===== src/rtl/led_pwm_pkg.sv =====
// Shared types for the LED PWM fader: channel mode encodings, fade direction
// and the channel-index width helper.
package led_pwm_pkg;

    localparam int MODE_W = 2;

    typedef enum logic [MODE_W-1:0] {
        MODE_OFF     = 2'b00,
        MODE_STATIC  = 2'b01,
        MODE_FADE    = 2'b10,
        MODE_BREATHE = 2'b11
    } led_mode_t;

    typedef enum logic {
        DIR_UP   = 1'b0,
        DIR_DOWN = 1'b1
    } led_dir_t;

    function automatic int ch_idx_w(input int channels);
        return (channels > 1) ? $clog2(channels) : 1;
    endfunction

endpackage


===== src/rtl/pwm_channel.sv =====
// One PWM channel: working duty, period-latched duty, fade/breathe stepping
// and the raw (unregistered) compare against the shared period counter.
module pwm_channel
    import led_pwm_pkg::*;
#(
    parameter int WIDTH = 8
) (
    input  logic             clk,
    input  logic             rst,
    input  logic [WIDTH-1:0] pwm_cnt_i,
    input  logic             step_tick_i,
    input  logic             wr_stb_i,
    input  logic [1:0]       wr_mode_i,
    input  logic [WIDTH-1:0] wr_target_i,
    output logic             raw_o,
    output logic             done_o,
    output logic [WIDTH-1:0] duty_o
);

    logic [WIDTH-1:0] duty_q, duty_d;
    logic [WIDTH-1:0] duty_active_q;
    logic [WIDTH-1:0] target_q, target_d;
    led_mode_t        mode_q, mode_d;
    led_dir_t         dir_q, dir_d;
    logic             done_q, done_d;

    function automatic logic [WIDTH-1:0] sat_inc(input logic [WIDTH-1:0] v);
        return (v == '1) ? v : v + 1'b1;
    endfunction

    function automatic logic [WIDTH-1:0] sat_dec(input logic [WIDTH-1:0] v);
        return (v == '0) ? v : v - 1'b1;
    endfunction

    // A write on this channel takes precedence over a coincident step tick.
    always_comb begin
        duty_d   = duty_q;
        target_d = target_q;
        mode_d   = mode_q;
        dir_d    = dir_q;
        done_d   = 1'b0;
        if (wr_stb_i) begin
            unique case (led_mode_t'(wr_mode_i))
                MODE_OFF: begin
                    duty_d   = '0;
                    target_d = '0;
                end
                MODE_STATIC:  duty_d = wr_target_i;
                MODE_FADE:    target_d = wr_target_i;
                MODE_BREATHE: begin
                    target_d = wr_target_i;
                    dir_d    = DIR_UP;
                end
            endcase
            mode_d = led_mode_t'(wr_mode_i);
        end else if (step_tick_i) begin
            case (mode_q)
                MODE_FADE: begin
                    if (duty_q < target_q)      duty_d = sat_inc(duty_q);
                    else if (duty_q > target_q) duty_d = sat_dec(duty_q);
                    if (duty_d == target_q) begin
                        done_d = 1'b1;
                        mode_d = MODE_STATIC;
                    end
                end
                MODE_BREATHE: begin
                    if (dir_q == DIR_UP) begin
                        if (duty_q < target_q) begin
                            duty_d = sat_inc(duty_q);
                        end else if (duty_q != '0) begin
                            dir_d  = DIR_DOWN;
                            duty_d = sat_dec(duty_q);
                        end
                    end else if (duty_q != '0) begin
                        duty_d = sat_dec(duty_q);
                    end else if (target_q != '0) begin
                        dir_d  = DIR_UP;
                        duty_d = sat_inc(duty_q);
                    end
                end
                default: ;
            endcase
        end
    end

    always_ff @(posedge clk or posedge rst) begin
        if (rst) begin
            duty_q        <= '0;
            duty_active_q <= '0;
            target_q      <= '0;
            mode_q        <= MODE_OFF;
            dir_q         <= DIR_UP;
            done_q        <= 1'b0;
        end else begin
            duty_q   <= duty_d;
            target_q <= target_d;
            mode_q   <= mode_d;
            dir_q    <= dir_d;
            done_q   <= done_d;
            if (pwm_cnt_i == '1) duty_active_q <= duty_q;
        end
    end

    always_comb begin
        if (duty_active_q == '0)      raw_o = 1'b0;
        else if (duty_active_q == '1) raw_o = 1'b1;
        else                          raw_o = (pwm_cnt_i < duty_active_q);
    end

    assign done_o = done_q;
    assign duty_o = duty_q;

endmodule


===== src/rtl/rgb_pwm_fader.sv =====
// N-channel LED PWM engine: shared period/step counters, write decode and the
// registered (optionally inverted) PWM outputs.
module rgb_pwm_fader
    import led_pwm_pkg::*;
#(
    parameter int CHANNELS   = 3,
    parameter int WIDTH      = 8,
    parameter int STEP_BITS  = 14,
    parameter int OUT_INVERT = 0
) (
    input  logic                            clk,
    input  logic                            rst,
    input  logic                            wr_valid,
    output logic                            wr_ready,
    input  logic [ch_idx_w(CHANNELS)-1:0]   wr_ch,
    input  logic [1:0]                      wr_mode,
    input  logic [WIDTH-1:0]                wr_target,
    output logic [CHANNELS-1:0]             pwm_out,
    output logic [CHANNELS-1:0]             done,
    output logic [CHANNELS*WIDTH-1:0]       duty_mon
);

    localparam int CH_W = ch_idx_w(CHANNELS);
    localparam logic [CHANNELS-1:0] INV_MASK = (OUT_INVERT != 0) ? {CHANNELS{1'b1}} : '0;

    logic [WIDTH-1:0]     pwm_cnt_q;
    logic [STEP_BITS-1:0] step_cnt_q;
    logic                 wr_ready_q;
    logic [CHANNELS-1:0]  pwm_out_q;
    logic [CHANNELS-1:0]  raw;
    logic                 step_tick;
    logic                 wr_fire;

    // The step fires on the edge where step_cnt wraps back to zero.
    assign step_tick = &step_cnt_q;
    assign wr_fire   = wr_valid & wr_ready_q;

    always_ff @(posedge clk or posedge rst) begin
        if (rst) begin
            pwm_cnt_q  <= '0;
            step_cnt_q <= '0;
            wr_ready_q <= 1'b0;
            pwm_out_q  <= INV_MASK;
        end else begin
            pwm_cnt_q  <= pwm_cnt_q + 1'b1;
            step_cnt_q <= step_cnt_q + 1'b1;
            wr_ready_q <= 1'b1;
            pwm_out_q  <= raw ^ INV_MASK;
        end
    end

    // Out-of-range channel indices match no strobe and are silently dropped.
    for (genvar c = 0; c < CHANNELS; c++) begin : g_ch
        pwm_channel #(
            .WIDTH(WIDTH)
        ) u_ch (
            .clk        (clk),
            .rst        (rst),
            .pwm_cnt_i  (pwm_cnt_q),
            .step_tick_i(step_tick),
            .wr_stb_i   (wr_fire && (wr_ch == CH_W'(c))),
            .wr_mode_i  (wr_mode),
            .wr_target_i(wr_target),
            .raw_o      (raw[c]),
            .done_o     (done[c]),
            .duty_o     (duty_mon[c*WIDTH +: WIDTH])
        );
    end

    assign wr_ready = wr_ready_q;
    assign pwm_out  = pwm_out_q;

endmodule


===== config.mk =====
export PLATFORM = sky130hd
export DESIGN_NAME = rgb_pwm_fader
export DESIGN_NICKNAME = d
export VERILOG_FILES = /design/src/rtl/led_pwm_pkg.sv /design/src/rtl/pwm_channel.sv /design/src/rtl/rgb_pwm_fader.sv
export SDC_FILE = /design/constraint.sdc
export NUM_CORES = 1
export LEC_CHECK = 0
export ABC_AREA = 1
export BUFFER_PORTS_ARGS = -buffer_cell sky130_fd_sc_hd__buf_2
export CAP_MARGIN = 5
export CORE_MARGIN = 2
export CORE_UTILIZATION = 25
export DETAILED_ROUTE_END_ITERATION = 10
export GPL_ROUTABILITY_DRIVEN = 0
export GPL_TIMING_DRIVEN = 0
export PLACE_DENSITY = 0.37
export SYNTH_ARGS = -nofsm -noshare
export SYNTH_HDL_FRONTEND = slang
export SYNTH_SLANG_ARGS = --single-unit
export TNS_END_PERCENT = 10

===== constraint.sdc =====
create_clock -name clk -period 3.2 [get_ports clk]
set_input_delay 0.16 -clock clk [delete_from_list [all_inputs] [get_ports clk]]
set_output_delay 0.16 -clock clk [all_outputs]
set_load 0.03 [all_outputs]

==> metrics.md <==
| Metric | Value |
|---|---|
| Status | completed |
| CP startpoint kind | register |
| Most common cell after layout, fill and taps aside | nand2_1 |
| Row cnt | 68 |
| Maximum VDD drop | 0.000391 V |
| Area grow syn2layout | 13.0% |
| Max Fclk | 345 MHz |
| RSZ-0062 raised after global routing | false |
| Setup Buffers After CTS | 0 |
| Port Buffer Count | 45 |
| CP Capture Type | register |
| Final Max Tran Viols | 0 |
| Slew @ Worst Pin | 700 ps |
| DP Wirelength | 25700 um |
| Core Region | 34700 um^2 |
| Reg2reg path depth | 14 |
| Clk sinks | 110 |
| Syn avg cell area | 7.04 um^2 |
| Final nets | 1389 |
| Largest family of logic cells by synthesized area | simple AND/OR/NAND/NOR gates |
| Post-synthesis register bit count | 110 |
| CTS tree | done |
| Post-synth EDFFs | 0 |
| Detailed Route WL | 32700 um |
| Setup TNS | 0 ps |
| Max-cap violations | 0 |
| Final hold vios | 0 |
| Gr usage total | 18.5% |
| Simple-gate share of the synthesized area | 33.6% |
| Synth warnings | 0 |
| Clock Skews | 13.3 ps |
| Max-Slew Margin vs Limit | 53.2% |
| CP max stage delay | 570 ps |
| Seq/Total Area, Yosys | 31.0% |
| Share of post-route cells with drive strength above 1 | 12.4% |
| DRC | 0 |
| Die Ht | 192 um |
| Die width | 192 um |
| FF-to-FF setup slack | 300 ps |
| IO Pins | 46 |
| Met3 Resource Use GR | 2.56% |
| Antenna-violating nets left | 0 |
| Reg clk slew, reported paths | 90 ps |
| Arr. time, crit path | 3150 ps |
| Largest net degree at the start of global routing | 57 |
| Hold depth | 4 |
| Worst EP required | 3450 ps |
| Met2 Use GR | 28.7% |
| Post-synth cell types | 57 |
| Starting Density | 25.6% |
| Fin crit period | 2900 ps |
| Commonest non-fill, non-tap cells in the layout | 348 x nand2_1, 135 x inv_1, 116 x nand3_1, 110 x dfrtp_1, 85 x o21ai_0 |
| First drt pass iteration count | 5 |
| Crit Path Class | register to register |
| Total power draw | 0.00945 W |
| Hold Crit Class | input pin to register |
| Global route hottest layer | met2 |
| Synth Area in Compound Gates | 15.2% |
| Number of global-route vias before repair | 8466 |
| Syn Inst Count | 1260 |
| Crit path max fanout | 10 |
| Drt wl/cell | 18.4 um |
| Final core occ | 28.9% |
| Initial drt markers | 546 |
| Antenna cell count | 0 |
| Die ar. | 37000 um^2 |
| Placed inst area | 9700 um^2 |
| Clk Latency, worst-skew pair | 390 ps |
| Worst hold margin | 125 ps |
| Worst path cell trace | ha_1, nand2_1, nor2_4, nand2_1, nand2_2, nand2_1, a21boi_0, inv_1, nand2_1, nand2_1, nand2_2, inv_2, o2111ai_1, o21ai_0 |
| Leakage power | 4.89 nW |
| Post-synth net total | 1331 |
| Post-synthesis mux area share | 0.113% |
| Ys async rst share | 100% |
| Post-Syn Area | 8870 um^2 |
| Post-synthesis adder-cell area fraction | 7.90% |
| Total grt overflow | 0 |
| Vias | 8638 |
| Pwr dens | 942 nW/um^2 |
| Final worst path period share | 90.5% |
| First-pass GRT wire length | 51800 um |
| Initial antenna violation count | 0 |
| Final Cell Area | 10000 um^2 |
| M1 GR Usage | 27.0% |
| CTS buffer count | 9 |
| Clock root cell | clkbuf_16 |
| XOR/XNOR Fraction of Synth Area | 2.96% |
| # setup viols final | 0 |
| Cell mode on critical path | nand2_1 |
| Worst-case clock buffer depth | 2 |
| Vias/cell | 4.86 |
| Primary FF master, synth | dfrtp_1 |
| CTS H-tree lvls | 3 |
| CP max stage cell | dfrtp_1 |
-- cell usage after synthesis, types with 2 or more instances --
library cell  count  area [um^2]
nand2_1         348         1310
inv_1           136          510
nand3_1         116          581
dfrtp_1         110         2750
o21ai_0          85          425
nor2_1           79          297
ha_1             56          701
a21oi_1          36          180
o22ai_1          32          200
xor2_1           27          236
o211ai_1         24          180
nand2_2          20          125
nand4_1          20          125
nor3_1           16         80.1
inv_2            15         56.3
nand3_2          11          110
clkbuf_1          9         33.8
buf_2             8         40.0
buf_4             8         60.1
nor2_2            8         50.1
o2111ai_1         8         70.1
nor4_1            7         43.8
buf_6             6         67.6
nand3b_1          6         45.0
o21ai_1           6         30.0
a21boi_0          5         37.5
nor2_4            5         56.3
clkinv_1          4         15.0
o21a_1            4         30.0
o21ai_2           4         35.0
nand2_4           3         33.8
o31ai_1           3         22.5
xnor2_1           3         26.3
a221oi_1          2         17.5
a32oi_1           2         17.5
and2_1            2         12.5
nand4_2           2         25.0
nor3_2            2         20.0
nor3_4            2         32.5
o211ai_2          2         25.0
o21bai_1          2         15.0
-- sequential cells by signal, indices dropped and copies added (netlist names) --
signal and cells:
g_ch.u_ch.dir_q 3, g_ch.u_ch.done_o 3, g_ch.u_ch.duty_active_q 24, g_ch.u_ch.duty_o 24
g_ch.u_ch.mode_q 6, g_ch.u_ch.target_q 24, pwm_cnt_q 8, pwm_out 3
step_cnt_q 14, wr_ready 1
-- area by class of cell --
type	count	area, um^2
well taps	455	569
inverters	156	592
repair buffers	47	263
flip-flops and latches	110	2750
multi-input cells	961	5310
clock buffers	9	225
plain buffers	33	221
clock inverters	7	90.1
fillers	3887	24700
-- report_power, final --
part	internal (W)	switching [W]	leakage, nW
Sequential	0.00162	0.000435	1.42
Clock	0.000631	0.000683	0.154
Combinational	0.00187	0.00422	3.31
-- repair_timing --
item | CTS | global route
gates resized for setup | 0 | 2
hold buffers | 1 | 0
setup endpoints to repair | 0 | 1
hold endpoints to repair | 55 | 0
-- metal layers --
metal  wire [um]  share of wire (%)
met1       16600                 51
met2       14300                 44
met3        1320                4.0
met4         420                1.3
met5           0                  0
-- per-stage QoR --
stage,setup WS (ps),instances
4_1_cts,292,1778
3_3_place_gp,-1830,1760
2_1_floorplan,138,1260
5_1_grt,106,1778
6_report,304,1778
3_5_place_dp,313,1761
-- cell families (layout without fill, tap and decap cells) --
family	count (synthesis)	after routing
AND/OR/NAND/NOR	651	651
AO/OA/AOI/OAI	222	222
buffers and inverters	189	252
flip-flops	110	110
adder cells (fa/ha/maj)	56	56
XOR/XNOR	30	30
other	1	1
multiplexers	1	1
-- worst paths after layout --
kind	startpoint	end
max reg2reg	g_ch[2].u_ch.duty_o[5]	g_ch[2].u_ch.duty_o[1]
max	g_ch[2].u_ch.duty_o[5]	g_ch[2].u_ch.duty_o[1]
min	wr_mode[0]	g_ch[0].u_ch.dir_q
min in group asynchronous	rst	pwm_cnt_q[5]
min reg2reg	step_cnt_q[0]	step_cnt_q[0]
max in group asynchronous	rst	g_ch[2].u_ch.duty_o[0]
-- critical path: cells and delay by family, from the launching register on --
family                   cells  cell delay, ps
adder cells (fa/ha/maj)      1             390
flip-flops                   1             570
AND/OR/NAND/NOR              8            1080
AO/OA/AOI/OAI                3             500
buffers and inverters        2             220
Power figures use the tool's default switching activity.
